## config.mk

```make
export PLATFORM = sky130hd
export DESIGN_NAME = iod_dly_tap_ctrl
export DESIGN_NICKNAME = d
export VERILOG_FILES = /design/src/rtl/iod_dly_tap_ctrl.sv
export SDC_FILE = /design/constraint.sdc
export NUM_CORES = 1
export LEC_CHECK = 0
export CORE_UTILIZATION = 57
export CTS_BUF_LIST = sky130_fd_sc_hd__clkbuf_8 sky130_fd_sc_hd__clkbuf_16
export DETAILED_ROUTE_END_ITERATION = 12
export PLACE_DENSITY = 0.82
export SLEW_MARGIN = 20
export SYNTH_ARGS = -nofsm -noshare
export SYNTH_HDL_FRONTEND = slang
export SYNTH_SLANG_ARGS = --single-unit
export TNS_END_PERCENT = 5
```

## constraint.sdc

```tcl
create_clock -name FAB_CLK -period 2.96 [get_ports FAB_CLK]
set_input_delay 0.592 -clock FAB_CLK [delete_from_list [all_inputs] [get_ports FAB_CLK]]
set_output_delay 0.592 -clock FAB_CLK [all_outputs]
set_load 0.01 [all_outputs]
```

## src/rtl/iod_dly_tap_ctrl.sv

```systemverilog
// Tap controller for one DDR4 addr/cmd IOD lane: turns absolute tap targets into
// MOVE/DIRECTION/LOAD pulses. Optional MOVE_CNT output under IOD_DLY_MOVE_CNT_EN.
module iod_dly_tap_ctrl #(
  parameter int TAP_W    = 8,
  parameter int TAP_INIT = 1,
  parameter int TAP_MAX  = 127,
  parameter int MOVE_GAP = 3
) (
  input  logic             FAB_CLK,
  input  logic             ARST,
  input  logic             REQ_VALID,
  input  logic [TAP_W-1:0] REQ_TAP,
  input  logic             REQ_LOAD,
  output logic             REQ_READY,
  output logic             DELAY_LINE_MOVE,
  output logic             DELAY_LINE_DIRECTION,
  output logic             DELAY_LINE_LOAD,
  input  logic             DELAY_LINE_OUT_OF_RANGE,
  output logic [TAP_W-1:0] CUR_TAP,
  output logic             DONE,
  output logic             ERR_CLAMP,
  output logic             ERR_OOR,
`ifdef IOD_DLY_MOVE_CNT_EN
  output logic [15:0]      MOVE_CNT,
`endif
  output logic [2:0]       DBG_STATE
);

  // Handshake: a request transfers on a rising FAB_CLK edge where REQ_VALID && REQ_READY;
  // REQ_READY is high only in IDLE and requests offered at any other time are dropped.

  localparam int CNT_W = (MOVE_GAP > 1) ? $clog2(MOVE_GAP) : 1;
  localparam logic [TAP_W-1:0] TAP_INIT_V = TAP_W'(TAP_INIT);
  localparam logic [TAP_W-1:0] TAP_MAX_V  = TAP_W'(TAP_MAX);
  localparam logic [CNT_W-1:0] CNT_LAST   = CNT_W'(MOVE_GAP - 1);

  typedef enum logic [2:0] {
    S_INIT, S_IDLE, S_LOAD, S_SETTLE, S_MOVE, S_GAP, S_DONE
  } state_t;

  state_t           state, state_next;
  logic             armed;
  logic             from_init;
  logic [CNT_W-1:0] cnt;
  logic [TAP_W-1:0] tgt;
  logic [TAP_W-1:0] cur;
  logic             dir;
  logic             oor_q;
  logic             err_clamp;
  logic             err_oor;
  logic             accept;
  logic [TAP_W-1:0] req_tgt;
  logic             step_ok;
  logic             cnt_last;

  assign accept   = REQ_VALID && (state == S_IDLE);
  assign req_tgt  = (REQ_TAP > TAP_MAX_V) ? TAP_MAX_V : REQ_TAP;
  assign step_ok  = dir ? (cur < TAP_MAX_V) : (cur != '0);
  assign cnt_last = (cnt == CNT_LAST);

  always_comb begin
    state_next = state;
    case (state)
      // armed keeps LOAD low while ARST is held; the pulse comes on the first cycle after release
      S_INIT:   if (armed) state_next = S_SETTLE;
      S_IDLE: begin
        if (accept) begin
          if (REQ_LOAD)            state_next = S_LOAD;
          else if (req_tgt == cur) state_next = S_DONE;
          else                     state_next = S_MOVE;
        end
      end
      S_LOAD:   state_next = S_SETTLE;
      S_SETTLE: if (cnt_last) state_next = from_init ? S_IDLE : S_DONE;
      S_MOVE:   state_next = S_GAP;
      S_GAP: begin
        if (oor_q)                             state_next = S_DONE;
        else if (cnt_last) begin
          if ((cur == tgt) || !step_ok)        state_next = S_DONE;
          else                                 state_next = S_MOVE;
        end
      end
      S_DONE:   state_next = S_IDLE;
      default:  state_next = S_INIT;
    endcase
  end

  always_ff @(posedge FAB_CLK or posedge ARST) begin
    if (ARST) begin
      state     <= S_INIT;
      armed     <= 1'b0;
      from_init <= 1'b1;
      cnt       <= '0;
      tgt       <= TAP_INIT_V;
      cur       <= TAP_INIT_V;
      dir       <= 1'b0;
      oor_q     <= 1'b0;
      err_clamp <= 1'b0;
      err_oor   <= 1'b0;
    end else begin
      state <= state_next;
      armed <= 1'b1;
      oor_q <= DELAY_LINE_OUT_OF_RANGE;
      cnt   <= ((state == S_SETTLE) || (state == S_GAP)) ? cnt + 1'b1 : '0;
      if (accept) begin
        if (REQ_LOAD) begin
          from_init <= 1'b0;
          err_clamp <= 1'b0;
          err_oor   <= 1'b0;
        end else begin
          tgt <= req_tgt;
          dir <= (req_tgt > cur);
          if (REQ_TAP > TAP_MAX_V) err_clamp <= 1'b1;
        end
      end
      case (state)
        S_LOAD: cur <= TAP_INIT_V;
        S_MOVE: cur <= dir ? cur + 1'b1 : cur - 1'b1;
        S_GAP: begin
          // the IOD refused the last step, so take it back out of the tracked tap
          if (oor_q) begin
            err_oor <= 1'b1;
            cur     <= dir ? cur - 1'b1 : cur + 1'b1;
          end
        end
        default: ;
      endcase
    end
  end

`ifdef IOD_DLY_MOVE_CNT_EN
  always_ff @(posedge FAB_CLK or posedge ARST) begin
    if (ARST) begin
      MOVE_CNT <= '0;
    end else if (accept && REQ_LOAD) begin
      MOVE_CNT <= '0;
    end else if ((state == S_MOVE) && (MOVE_CNT != 16'hFFFF)) begin
      MOVE_CNT <= MOVE_CNT + 16'd1;
    end
  end
`endif

  assign REQ_READY            = (state == S_IDLE);
  assign DELAY_LINE_MOVE      = (state == S_MOVE);
  assign DELAY_LINE_DIRECTION = dir;
  assign DELAY_LINE_LOAD      = (state == S_LOAD) || ((state == S_INIT) && armed);
  assign CUR_TAP              = cur;
  assign DONE                 = (state == S_DONE);
  assign ERR_CLAMP            = err_clamp;
  assign ERR_OOR              = err_oor;
  assign DBG_STATE            = state;

endmodule

```

==> results.md, run 1 <==
Outcome:
- The flow ran to the end, and the final reports show no timing, DRC or antenna violations.

STA:
- Static timing analysis puts the maximum clock frequency at between 0.3 and 0.4 GHz.
- The worst slew slack as a fraction of its limit is 65.7%.
- The setup clock skew after layout is around 0.0055 ns.
- At the pin with the least slew margin, the transition time is ~0.51 ns.
- For the finished layout, the period the worst path requires is between 2 and 3 ns.
- Setup repair after global routing left no endpoint under its margin.
- The final worst-path cycle share is a little over four fifths.
- Setup total negative slack on the finished layout was measured at 0 ns.
- The final number of setup-violating endpoints is 0.
- Setup slack on the critical path of the routed design comes to between 0.4 and 0.5 ns.
- The number of failing hold endpoints at the final stage is 0.
- The number of max-slew violations in the final report came to 0.

Placed design:
- The detailed-placement wirelength estimate is 3070 um.
- During placement, the flow inserted port buffers numbering 30.
- At the placement stage, the worst setup path has a slack of about 0.38 ns.
- The placer congestion estimate is between 0.8 and 0.9.

Critical path:
- The signal arrival time at the worst endpoint is ~1.9 ns.
- The worst setup path is of the reg -> out kind.
- Counting both buffers and inverters, the worst setup path holds a total of 2.
- The data required time of the critical path is 2.37 ns.
- The slowest cell on the critical path is dfrtp_1.
- Measured in cells, the most critical reg-to-reg path has a length of 6.
- The element type at the critical path start is a flip-flop.
- The family with the most delay on the worst path is buffers and inverters.
- STA classifies the critical path endpoint as a primary output.
- Across all register-to-register paths, the minimum setup slack is 0.96 ns.
- In this run the number of cells on the critical path is 4.
- The signal on the critical path passes through nand2b_1 -> buf_4 -> nor2_1 -> clkdlybuf4s50_1.
- On the worst path, the slowest cell contributes a delay of 0.57 ns.
- Along the worst path, the maximum fanout reaches 15.

Global routing:
- For this run the aggregate overflow at the end of global routing stands at 0.
- The wire length of the first global-routing pass is approximately 7000 um.
- The via count of the first global-routing pass came to approximately 1500.
- The initial antenna violation count is 0.
- The total track usage is 26.4%.
- Entering global routing, the biggest net connects 28 pins.

Synthesis:
- The mean instance size in the synthesized netlist is a little over 9 um^2.
- The mux cell area share after synthesis is approximately 5.4%.
- The most common cell in the synthesized netlist is dfrtp_1.
- Yosys attributes the largest share of cell area to dfrtp_1 (32%), ha_1 (7.4%), dfstp_2 (4.2%).
- Counting flops and latches in the post-synthesis netlist gives 27.
- The synthesized netlist devotes approximately 17% of its cell area to compound gates.
- The number of distinct standard cells referenced by the synthesized netlist is 50.
- Among all flip-flop cells after synthesis, the most frequent one is dfrtp_1.
- The fraction of registers with async set or reset after synthesis is 100%.
- The synthesized netlist net count is 227.
- Summing every instance area after synthesis gives 1860 um^2.
- Counting every instance in the synthesized netlist gives 203.
- The cell type with the highest aggregate area in the netlist is dfrtp_1.
- The synthesized-area fraction occupied by and/or/nand/nor cells is 22.2%.
- Summing the sequential cell areas from Yosys gives between 30% and 40% of the chip area.
- Yosys mapped a number of flops with a built-in enable equal to 0.
- The number of synthesis warnings is 0.
- After synthesis, the largest family of logic cells by area is simple AND/OR/NAND/NOR gates.
- By count the netlist is led by dfrtp_1 (24), nor2_1 (17), a21oi_1 (12).
- The post-synthesis share of cell area spent on full adders, half adders and majority gates is under 10%.
- The xor and xnor area share after synthesis is under 10%.
- In this run the biggest area consumer among cell types represents 32.2% of the synthesized area.

Detailed routing:
- The number of routed nets with antenna violations is 0.
- Summing over every cut layer, the via total after detailed routing is around 1600.
- After detailed routing, the average wire length per cell comes to 15.3 um.
- For this run, design rule violations remaining after detail routing come to 0.
- The first detailed-routing pass ran for 4 iterations.
- After the first detailed-routing iteration, the DRC count stood at a little under 80.
- The detailed-route wire length is just over 4000 um.
- Dividing the detail-routed via count by the number of cells gives a little under 6.

Die:
- Measured along the y axis, the die boundary spans 59.2 um.
- The floorplan step defined a die boundary enclosing 3500 um^2.
- The number of standard-cell rows in the floorplan is 20.
- The die extent in x is ~59 um.
- The core area is 3080 um^2.
- The initial core utilization is a little over 60%.
- The number of top-level pins is 31.

Clocking:
- The number of buffers added by the clock tree synthesis step is 3.
- The total clock sinks is 27.
- The clock tree root buffer cell is clkbuf_8.
- The clock tree buffer depth is 2.
- In this run, post-CTS hold repair placed 0 buffers.
- Once the clock tree was built, the resizer swapped 0 gates to a different size.
- After clock tree synthesis, the clock-pin slew on the worst setup and hold paths is 0.10 ns.
- For the worst-skew pair, the clock arrives at the later sink with an insertion delay of between 0.2 and 0.3 ns.
- TritonCTS built the clock tree.
- In this run the number of H-tree levels came out at 1.
- The number of post-CTS setup repair buffers is 0.

Final layout:
- The filler cell count in the final layout is approximately 240.
- The post-synthesis to final-layout area growth is 18.5%.
- The repair_antennas step left the layout with diodes totalling 0.
- The final standard cell utilization of the core is between 70% and 80%.
- Summing all multi-input logic gate instances after layout gives 1060 um^2.
- The post-route netlist has roughly an eighth of its cells at a drive strength greater than 1.
- The number of nets at the end of the flow is 253.
- The total area of sequential cells is just under 700 um^2.

Worst hold path:
- The class of the most critical hold timing path is reg -> reg.
- The cell depth of the worst min-delay path is 1.

Flow run:
- Max-cap violations in this run came to 0.

Power and ir drop:
- VDD sags by at most around 470 uV.
- The power per standard cell area is around 960 nW/um^2.
- In this run the static leakage power is roughly 0.88 nW.
==> layout by cell type (no fill, tap or decap), types with 5 or more instances in the layout <==
cell type and instances:
clkdlybuf4s50_1 30, dfrtp_1 24, nor2_1 17, a21oi_1 12, inv_1 11, ha_1 11, o21ai_0 10, nor3_1 10
nand2_1 7, mux2_2 7, xor2_1 7, nand2b_1 6, or2_2 6, o31ai_1 5
==> cells by family (layout without fill, tap and decap cells) <==
group                      count (synthesis)  in the layout
AOI/OAI and AO/OA                         49             49
xor gates and xnor gates                  11             11
adders and majority gates                 11             11
buffers and inverters                     23             48
DFF                                       27             27
muxes                                      9              9
other                                      2              2
and+or+nand+nor                           71             71
==> report_power, final <==
part | internal [W] | switching (W)
Sequential | 0.000508 | 0.000260
Clock | 0.0000946 | 0.000120
Combinational | 0.000593 | 0.000555
Total | 0.00120 | 0.000934
==> final cells by class <==
cell class              count  share of cell area, %
multi-input cells         153                   48.2
flip-flops and latches     27                   30.8
repair buffers             33                   14.6
well taps                  44                   2.49
clock buffers               3                   1.87
inverters                  11                   1.87
clock inverters             1                  0.227
==> per-stage QoR <==
step	power (W)	hold WS [ns]	area [um^2]	std cells
6_report	0.00213	0.434	2210	272
5_1_grt	0.00229	0.463	2210	272
4_1_cts	0.00212	0.435	2210	272
3_5_place_dp	0.00190	0.422	2160	268
3_3_place_gp	0.00185	0.412	2160	268
2_1_floorplan	0.00153	0.401	1860	203
==> final timing paths <==
| check | start | to |
|---|---|---|
| max | DBG_STATE[1] | DELAY_LINE_MOVE |
| min | cnt[0] | cnt[0] |
| max reg2reg | DBG_STATE[1] | CUR_TAP[6] |
| min reg2reg | cnt[0] | cnt[0] |
| max in group asynchronous | ARST | CUR_TAP[0] |
| min in group asynchronous | ARST | oor_q |
==> flip-flops by register name, summed over array words and instances, names as in the netlist <==
| signal | count |
|---|---|
| CUR_TAP | 8 |
| DBG_STATE | 3 |
| DELAY_LINE_DIRECTION | 1 |
| ERR_CLAMP | 1 |
| ERR_OOR | 1 |
| armed | 1 |
| cnt | 2 |
| from_init | 1 |
| oor_q | 1 |
| tgt | 8 |
==> routing by layer <==
| layer | global-route usage, % | vias up | share of wire (%) |
|---|---|---|---|
| met5 | 0 | - | 0 |
| met4 | 10.2 | 0 | 1.9 |
| met3 | 4.15 | 10 | 3.7 |
| met2 | 41.6 | 52 | 49 |
| met1 | 36.4 | 779 | 46 |
| li1 | - | 767 | - |
(Power assumes the default switching activity.)
==> run 2: changes to the inputs <==
--- a/config.mk
+++ b/config.mk
@@ -5,10 +5,10 @@
 export SDC_FILE = /design/constraint.sdc
 export NUM_CORES = 1
 export LEC_CHECK = 0
-export CORE_UTILIZATION = 57
+export CORE_UTILIZATION = 48
 export CTS_BUF_LIST = sky130_fd_sc_hd__clkbuf_8 sky130_fd_sc_hd__clkbuf_16
 export DETAILED_ROUTE_END_ITERATION = 12
-export PLACE_DENSITY = 0.82
+export PLACE_DENSITY = 0.73
 export SLEW_MARGIN = 20
 export SYNTH_ARGS = -nofsm -noshare
 export SYNTH_HDL_FRONTEND = slang
==> constraint.sdc (replaced) <==
create_clock -name FAB_CLK -period 2.1 [get_ports FAB_CLK]
set_input_delay 0.42 -clock FAB_CLK [delete_from_list [all_inputs] [get_ports FAB_CLK]]
set_output_delay 0.42 -clock FAB_CLK [all_outputs]
set_load 0.01 [all_outputs]
==> results.md, run 2 (synthesis gave the netlist of run 1 again) <==
STA:
- The number of failing hold endpoints at the final stage came to 0 (unchanged).
- The worst hold slack is 0.435 ns (+0.000758 ns).
- The final sum of negative setup slack is 0 ns (unchanged).
- Dividing the final minimum period by the clock period gives around 96%.
- Timing would allow up to about 0.5 GHz.
- Setup repair after global routing could not meet its margin everywhere.
- The routed design could run at a clock period as short as a little over 2 ns.
- The minimum setup slack in the final design was 0.0833 ns (-0.373 ns).
- The setup clock skew after layout was 0.00562 ns (+0.000101 ns).
- The number of max-slew violations in the final report is 0 (unchanged).
- The final number of setup-violating endpoints came to 0 (unchanged).

Clocking:
- The clock transition time at the flip-flop clock pins of the worst setup and hold paths is 0.10 ns (about the same).
- In this run the clock root is driven by a clkbuf_8.
- The insertion delay of the later-clocked pin in the worst-skew pair was 0.27 ns (about the same).
- The number of buffers added to fix hold violations after cts is 0 (unchanged).
- The clock tree buffer depth is 2 (unchanged).
- The number of buffers added by the clock tree synthesis step came to 3 (unchanged).
- The H-tree depth is 1 (unchanged).
- The clock tree from TritonCTS is yes.
- The total clock sinks is 27 (unchanged).

Placed design:
- The worst slack after detailed placement came to -0.247 ns (-0.630 ns).
- The detailed-placement wirelength estimate is 3080 um (+0.30%).
- The placer congestion estimate was 0.835 (-4.3%).
- The count of port buffers added during placement is 30 (unchanged).
- The post-detailed-placement cell area is 2250 um^2 (+4.1%).

Critical path:
- The startpoint identified for the worst register-to-register timing path is CUR_TAP[0].
- The worst setup path startpoint is DBG_STATE[0].
- The signal on the critical path passes through nor3b_4 -> clkdlybuf4s50_1.
- The critical path start-end classification is reg -> out.
- The largest individual stage delay along the critical path comes from the cell clkdlybuf4s50_1.
- On the critical path the largest part of the delay comes from buffers and inverters.
- The element type at the critical path end is a primary output.
- The data required time of the critical path was 1.68 ns (-0.69 ns).
- The signal arrival time at the worst endpoint came to 1.60 ns (-0.31 ns).
- The top fanout value on the critical path was 6 (-9).
- The element type at the critical path start is a flip-flop.
- The count of buffer and inverter cells on the critical path was 1 (-1).
- The delay of the slowest cell on the worst path came to 0.57 ns (about the same).

Global routing:
- The via count of the first global-routing pass came to 1462 (-2.8%).
- The pin count of the biggest net entering global routing came to 28 (unchanged).
- The initial antenna violation count is 0 (unchanged).
- The total track usage was 21.4% (-5.0 points).
- The wire length of the first global-routing pass is 6930 um (+0.10%).
- The aggregate global routing overflow is 0 (unchanged).

Final layout:
- The area of all placed cells without fillers was 2300 um^2 (+4.2%).
- The final standard cell utilization of the core is 62.4% (-9.3 points).
- The filler cell count in the final layout came to 356 (+47%).
- The total area of sequential cells is 681 um^2 (+0.18%).
- Compared with the post-synthesis result, the final layout area differs by 23.5%.
- The number of nets at the end of the flow is 264 (+4.3%).
- The share of cells above drive strength 1 is 18.0% (+4.8 points).
- The top cell types in the final layout, fill and taps aside, are clkdlybuf4s50_1 (29), dfrtp_1 (23), nor2_1 (17).
- The area of combinational cells with multiple inputs is 1060 um^2 (unchanged).
- The most frequent standard cell in the layout excluding fill and tap cells is clkdlybuf4s50_1.
- The number of antenna cells inserted came to 0 (unchanged).

Power and ir drop:
- The power per standard cell area came to 1340 nW/um^2 (+39%).
- The maximum ir drop on the vdd rail was 589 uV (+26%).
- The static leakage power was 0.940 nW (+6.4%).

Die:
- The number of top-level pins was 31 (unchanged).
- The die extent in x came to 64.3 um (+8.7%).
- The die footprint came to 4140 um^2 (+18%).
- The number of standard-cell rows in the floorplan is 22 (+10%).
- The initial core utilization was 50.5% (-10 points).
- The core area is 3690 um^2 (+20%).
- The die height was 64.3 um (+8.7%).

Detailed routing:
- The via density per instance came to 5.63 (-4.7%).
- The number of routed nets with antenna violations is 0 (unchanged).
- The total iterations of the first detailed-routing run was 4 (unchanged).
- The detailed-route wire length is 4070 um (-2.0%).
- The count of vias placed by the detailed router is 1617 (+0.56%).
- The DRC violation count after routing is 0 (unchanged).
- The detailed-route wire length per cell is 14.2 um (-7.1%).
- The detailed router's first-iteration violation count is 84 (+6.3%).

Flow run:
- The max-cap violation count is 0 (unchanged).

Outcome:
- The flow ran to the end, and the final reports show no timing, DRC or antenna violations.

Worst hold path:
- The startpoint identified for the worst hold timing path is cnt[0].
- The tightest min-delay check is of the reg -> reg type.
==> run 2: metrics by stage <==
stage                     total power (W)  std cells
final                             0.00308        287
after CTS                         0.00309        287
after global placement            0.00274        283
after detailed placement          0.00277        283
after floorplan                   0.00216        203
after global routing              0.00334        287
==> run 2: final timing paths <==
| kind | slack (ns) | endpoint | cells past startpoint |
|---|---|---|---|
| hold / removal | 0.43 | cnt[0] | 1 |
| hold reg to reg | 0.43 | cnt[0] | 1 |
| setup / recovery | 0.08 | REQ_READY | 2 |
| setup reg to reg | 0.32 | DBG_STATE[1] | 7 |
| min in group asynchronous | 0.50 | armed | 3 |
| max in group asynchronous | 1.30 | CUR_TAP[0] | 3 |
==> run 2: final cells by class <==
cell class | instances | share of cell area, %
clock buffers | 3 | 1.79
repair buffers | 44 | 17.7
inverters | 11 | 1.79
flip-flops and latches | 27 | 29.6
multi-input cells | 153 | 46.2
clock inverters | 1 | 0.326
well taps | 48 | 2.61
==> run 2: power breakdown <==
| group | total (W) | switching (W) | internal, W |
|---|---|---|---|
| Combinational | 0.00184 | 0.000920 | 0.000921 |
| Sequential | 0.000943 | 0.000222 | 0.000721 |
| Clock | 0.000298 | 0.000164 | 0.000135 |
==> run 2: routing by layer <==
layer | GRT usage (%) | vias to the layer above | wire [um]
met5 | 0 | - | 0
met4 | 6.67 | 0 | 64
met3 | 2.14 | 6 | 145
met2 | 34.6 | 46 | 1910
met1 | 29.8 | 772 | 1940
li1 | - | 793 | -
==> run 2: repair_timing <==
item / CTS / global route
buffers inserted: 0 / 0
gates resized for setup: 0 / 3
setup endpoints to repair: 0 / 4
==> run 3: changes to the inputs <==
--- a/config.mk
+++ b/config.mk
@@ -5,10 +5,10 @@
 export SDC_FILE = /design/constraint.sdc
 export NUM_CORES = 1
 export LEC_CHECK = 0
-export CORE_UTILIZATION = 48
+export CORE_UTILIZATION = 40
 export CTS_BUF_LIST = sky130_fd_sc_hd__clkbuf_8 sky130_fd_sc_hd__clkbuf_16
 export DETAILED_ROUTE_END_ITERATION = 12
-export PLACE_DENSITY = 0.73
+export PLACE_DENSITY = 0.62
 export SLEW_MARGIN = 20
 export SYNTH_ARGS = -nofsm -noshare
 export SYNTH_HDL_FRONTEND = slang
==> results.md, run 3 (synthesis gave the netlist of run 1 again) <==
Outcome:
- The flow ran to the end, and the final reports show no timing, DRC or antenna violations.

Critical path:
- The depth of the critical timing path with buffers and inverters included came to 2 (unchanged).
- STA classifies the critical path startpoint as a flip-flop.
- The delay of the slowest cell on the worst path was 0.57 ns (about the same).
- Walking the worst path, the cells encountered are nor3b_4 -> clkdlybuf4s50_1.
- The data required time of the critical path came to 1.68 ns (about the same).
- The slowest cell on the critical path is clkdlybuf4s50_1.
- The cell family contributing the most delay on the critical path is buffers and inverters.
- The depth of the worst register-to-register path is 7 (unchanged).
- The critical path start-end classification is reg -> out.
- The top fanout value on the critical path is 12 (+6).
- The count of buffer and inverter cells on the critical path was 1 (unchanged).
- The signal arrival time at the worst endpoint is 1.61 ns (about the same).
- The element type at the critical path end is a primary output.
- The slack of the worst reg-to-reg path is 0.24 ns (-0.08 ns).

Power and ir drop:
- The static leakage power is 0.947 nW (+0.74%).
- The maximum ir drop on the vdd rail was 484 uV (-18%).
- The power per standard cell area is 1350 nW/um^2 (+0.77%).

Global routing:
- The wire length of the first global-routing pass is 7090 um (+2.3%).
- The total track usage is 17.8% (-3.5 points).
- The pin count of the biggest net entering global routing is 28 (unchanged).
- The routing usage on met2 is 27.3% (-7.3 points).
- The layer flagged by global routing as most heavily used is met2.
- The initial antenna violation count was 0 (unchanged).
- The met1 track demand over resource in global routing is 26.1% (-3.7 points).
- The aggregate global routing overflow is 0 (unchanged).
- The met3 routing resource usage after global routing came to 1.73% (-0.41 points).
- The via count of the first global-routing pass is 1515 (+3.6%).

Clocking:
- The number of post-CTS setup repair buffers is 0 (unchanged).
- The number of buffers added to fix hold violations after cts came to 0 (unchanged).
- The tree is rooted in a clkbuf_8.
- The insertion delay of the later-clocked pin in the worst-skew pair was 0.28 ns (about the same).
- The clock tree from TritonCTS is yes.
- The quantity of gates resized following cts is 0 (unchanged).
- The H-tree depth came to 1 (unchanged).
- The number of buffers added by the clock tree synthesis step is 3 (unchanged).
- The clock tree buffer depth was 2 (unchanged).
- The clock transition time at the flip-flop clock pins of the worst setup and hold paths came to 0.09 ns (about the same).
- The total clock sinks is 27 (unchanged).

Final layout:
- The area of all placed cells without fillers is 2300 um^2 (about the same).
- The number of nets at the end of the flow was 264 (unchanged).
- The top cell types in the final layout, fill and taps aside, are clkdlybuf4s50_1 (29), dfrtp_1 (23), nor2_1 (17).
- The share of cells above drive strength 1 is 17.2% (-0.84 points).
- The post-synthesis to final-layout area growth is 23.6% (about the same).
- The most frequent standard cell in the layout excluding fill and tap cells is clkdlybuf4s50_1.
- The number of antenna cells inserted is 0 (unchanged).

STA:
- The final number of setup-violating endpoints is 0 (unchanged).
- Setup repair after global routing left no endpoint under its margin.
- The number of failing hold endpoints at the final stage is 0 (unchanged).
- The final sum of negative setup slack is 0 ns (unchanged).
- The setup clock skew after layout was 0.00539 ns (-0.000233 ns).
- The number of max-slew violations in the final report was 0 (unchanged).
- The highest achievable clock rate is 0.493 GHz (-0.51%).
- The time the final worst path needs with I/O delays and setup is 2.03 ns (+0.0103 ns).
- The final worst-path cycle share was 96.5% (+0.49 points).

Die:
- The number of standard-cell rows in the floorplan is 24 (+9.1%).
- The initial core utilization is 42.2% (-8.3 points).
- The die footprint is 4940 um^2 (+19%).
- The die height came to 70.3 um (+9.3%).
- The number of top-level pins was 31 (unchanged).
- The die extent in x is 70.3 um (+9.3%).
- The core area came to 4410 um^2 (+20%).

Detailed routing:
- The via density per instance is 5.52 (-2.1%).
- The number of routed nets with antenna violations is 0 (unchanged).
- The detailed-route wire length per cell is 14.2 um (+0.37%).
- The detailed-route wire length is 4140 um (+1.8%).
- The total iterations of the first detailed-routing run came to 4 (unchanged).
- The count of vias placed by the detailed router is 1605 (-0.74%).
- The DRC violation count after routing is 0 (unchanged).
- The detailed router's first-iteration violation count came to 86 (+2.4%).

Flow run:
- The max-cap violation count is 0 (unchanged).

Worst hold path:
- The cell depth of the worst min-delay path is 1 (unchanged).
- The tightest min-delay check is of the reg -> reg type.

Placed design:
- The detailed-placement wirelength estimate is 3140 um (+2.0%).
- The count of port buffers added during placement was 30 (unchanged).
- The post-detailed-placement cell area was 2250 um^2 (+0.22%).
- The placer congestion estimate is 0.794 (-4.9%).
## run 3: changes by cell type in the layout (fill, tap and decap cells not counted)
cell | previous run | this run
clkinvlp_4 | 1 | 0
inv_1 | 10 | 12
inv_2 | 1 | 0
## run 3: final timing paths
check                                     to         start
worst max-delay path               REQ_READY  DBG_STATE[2]
worst min-delay path                  cnt[0]        cnt[0]
worst max register to register  DBG_STATE[1]    CUR_TAP[0]
worst min register to register        cnt[0]        cnt[0]
max in group asynchronous         CUR_TAP[0]          ARST
min in group asynchronous             tgt[1]          ARST
## run 3: area by class of cell
| cell class | count | area [um^2] |
|---|---|---|
| fill | 427 | 2110 |
| multi-input combinational | 153 | 1060 |
| sequential | 27 | 681 |
| timing repair buffer | 44 | 408 |
| tap | 52 | 65.1 |
| clock buffer | 3 | 41.3 |
| inverter | 11 | 41.3 |
| clock inverter | 1 | 3.75 |
## run 3: power by group
group | total [W] | internal [W] | leakage (nW) | switching (W)
combinational | 0.00182 | 0.000938 | 0.592 | 0.000881
clock | 0.000309 | 0.000132 | 0.0269 | 0.000177
sequential | 0.000979 | 0.000721 | 0.328 | 0.000259
## run 3: routing by layer
layer	share of wire, %	vias to the layer above	wire length (um)
li1	-	800	-
met1	52	767	2150
met3	3.1	6	127
met5	0	-	0
met4	1.4	0	59
met2	44	32	1800
## run 3: stage by stage
stage / worst slack (ns) / total power [W] / util, % / std cells / hold slack [ns]
4_1_cts: 0.00929 / 0.00312 / 52.1 / 291 / 0.430
5_1_grt: 0.00102 / 0.00336 / 52.2 / 291 / 0.466
3_5_place_dp: -0.248 / 0.00280 / 51.1 / 287 / 0.417
3_3_place_gp: -0.198 / 0.00279 / 51.1 / 287 / 0.413
6_report: 0.0730 / 0.00311 / 52.2 / 291 / 0.426
2_1_floorplan: 0.369 / 0.00216 / - / 203 / 0.401
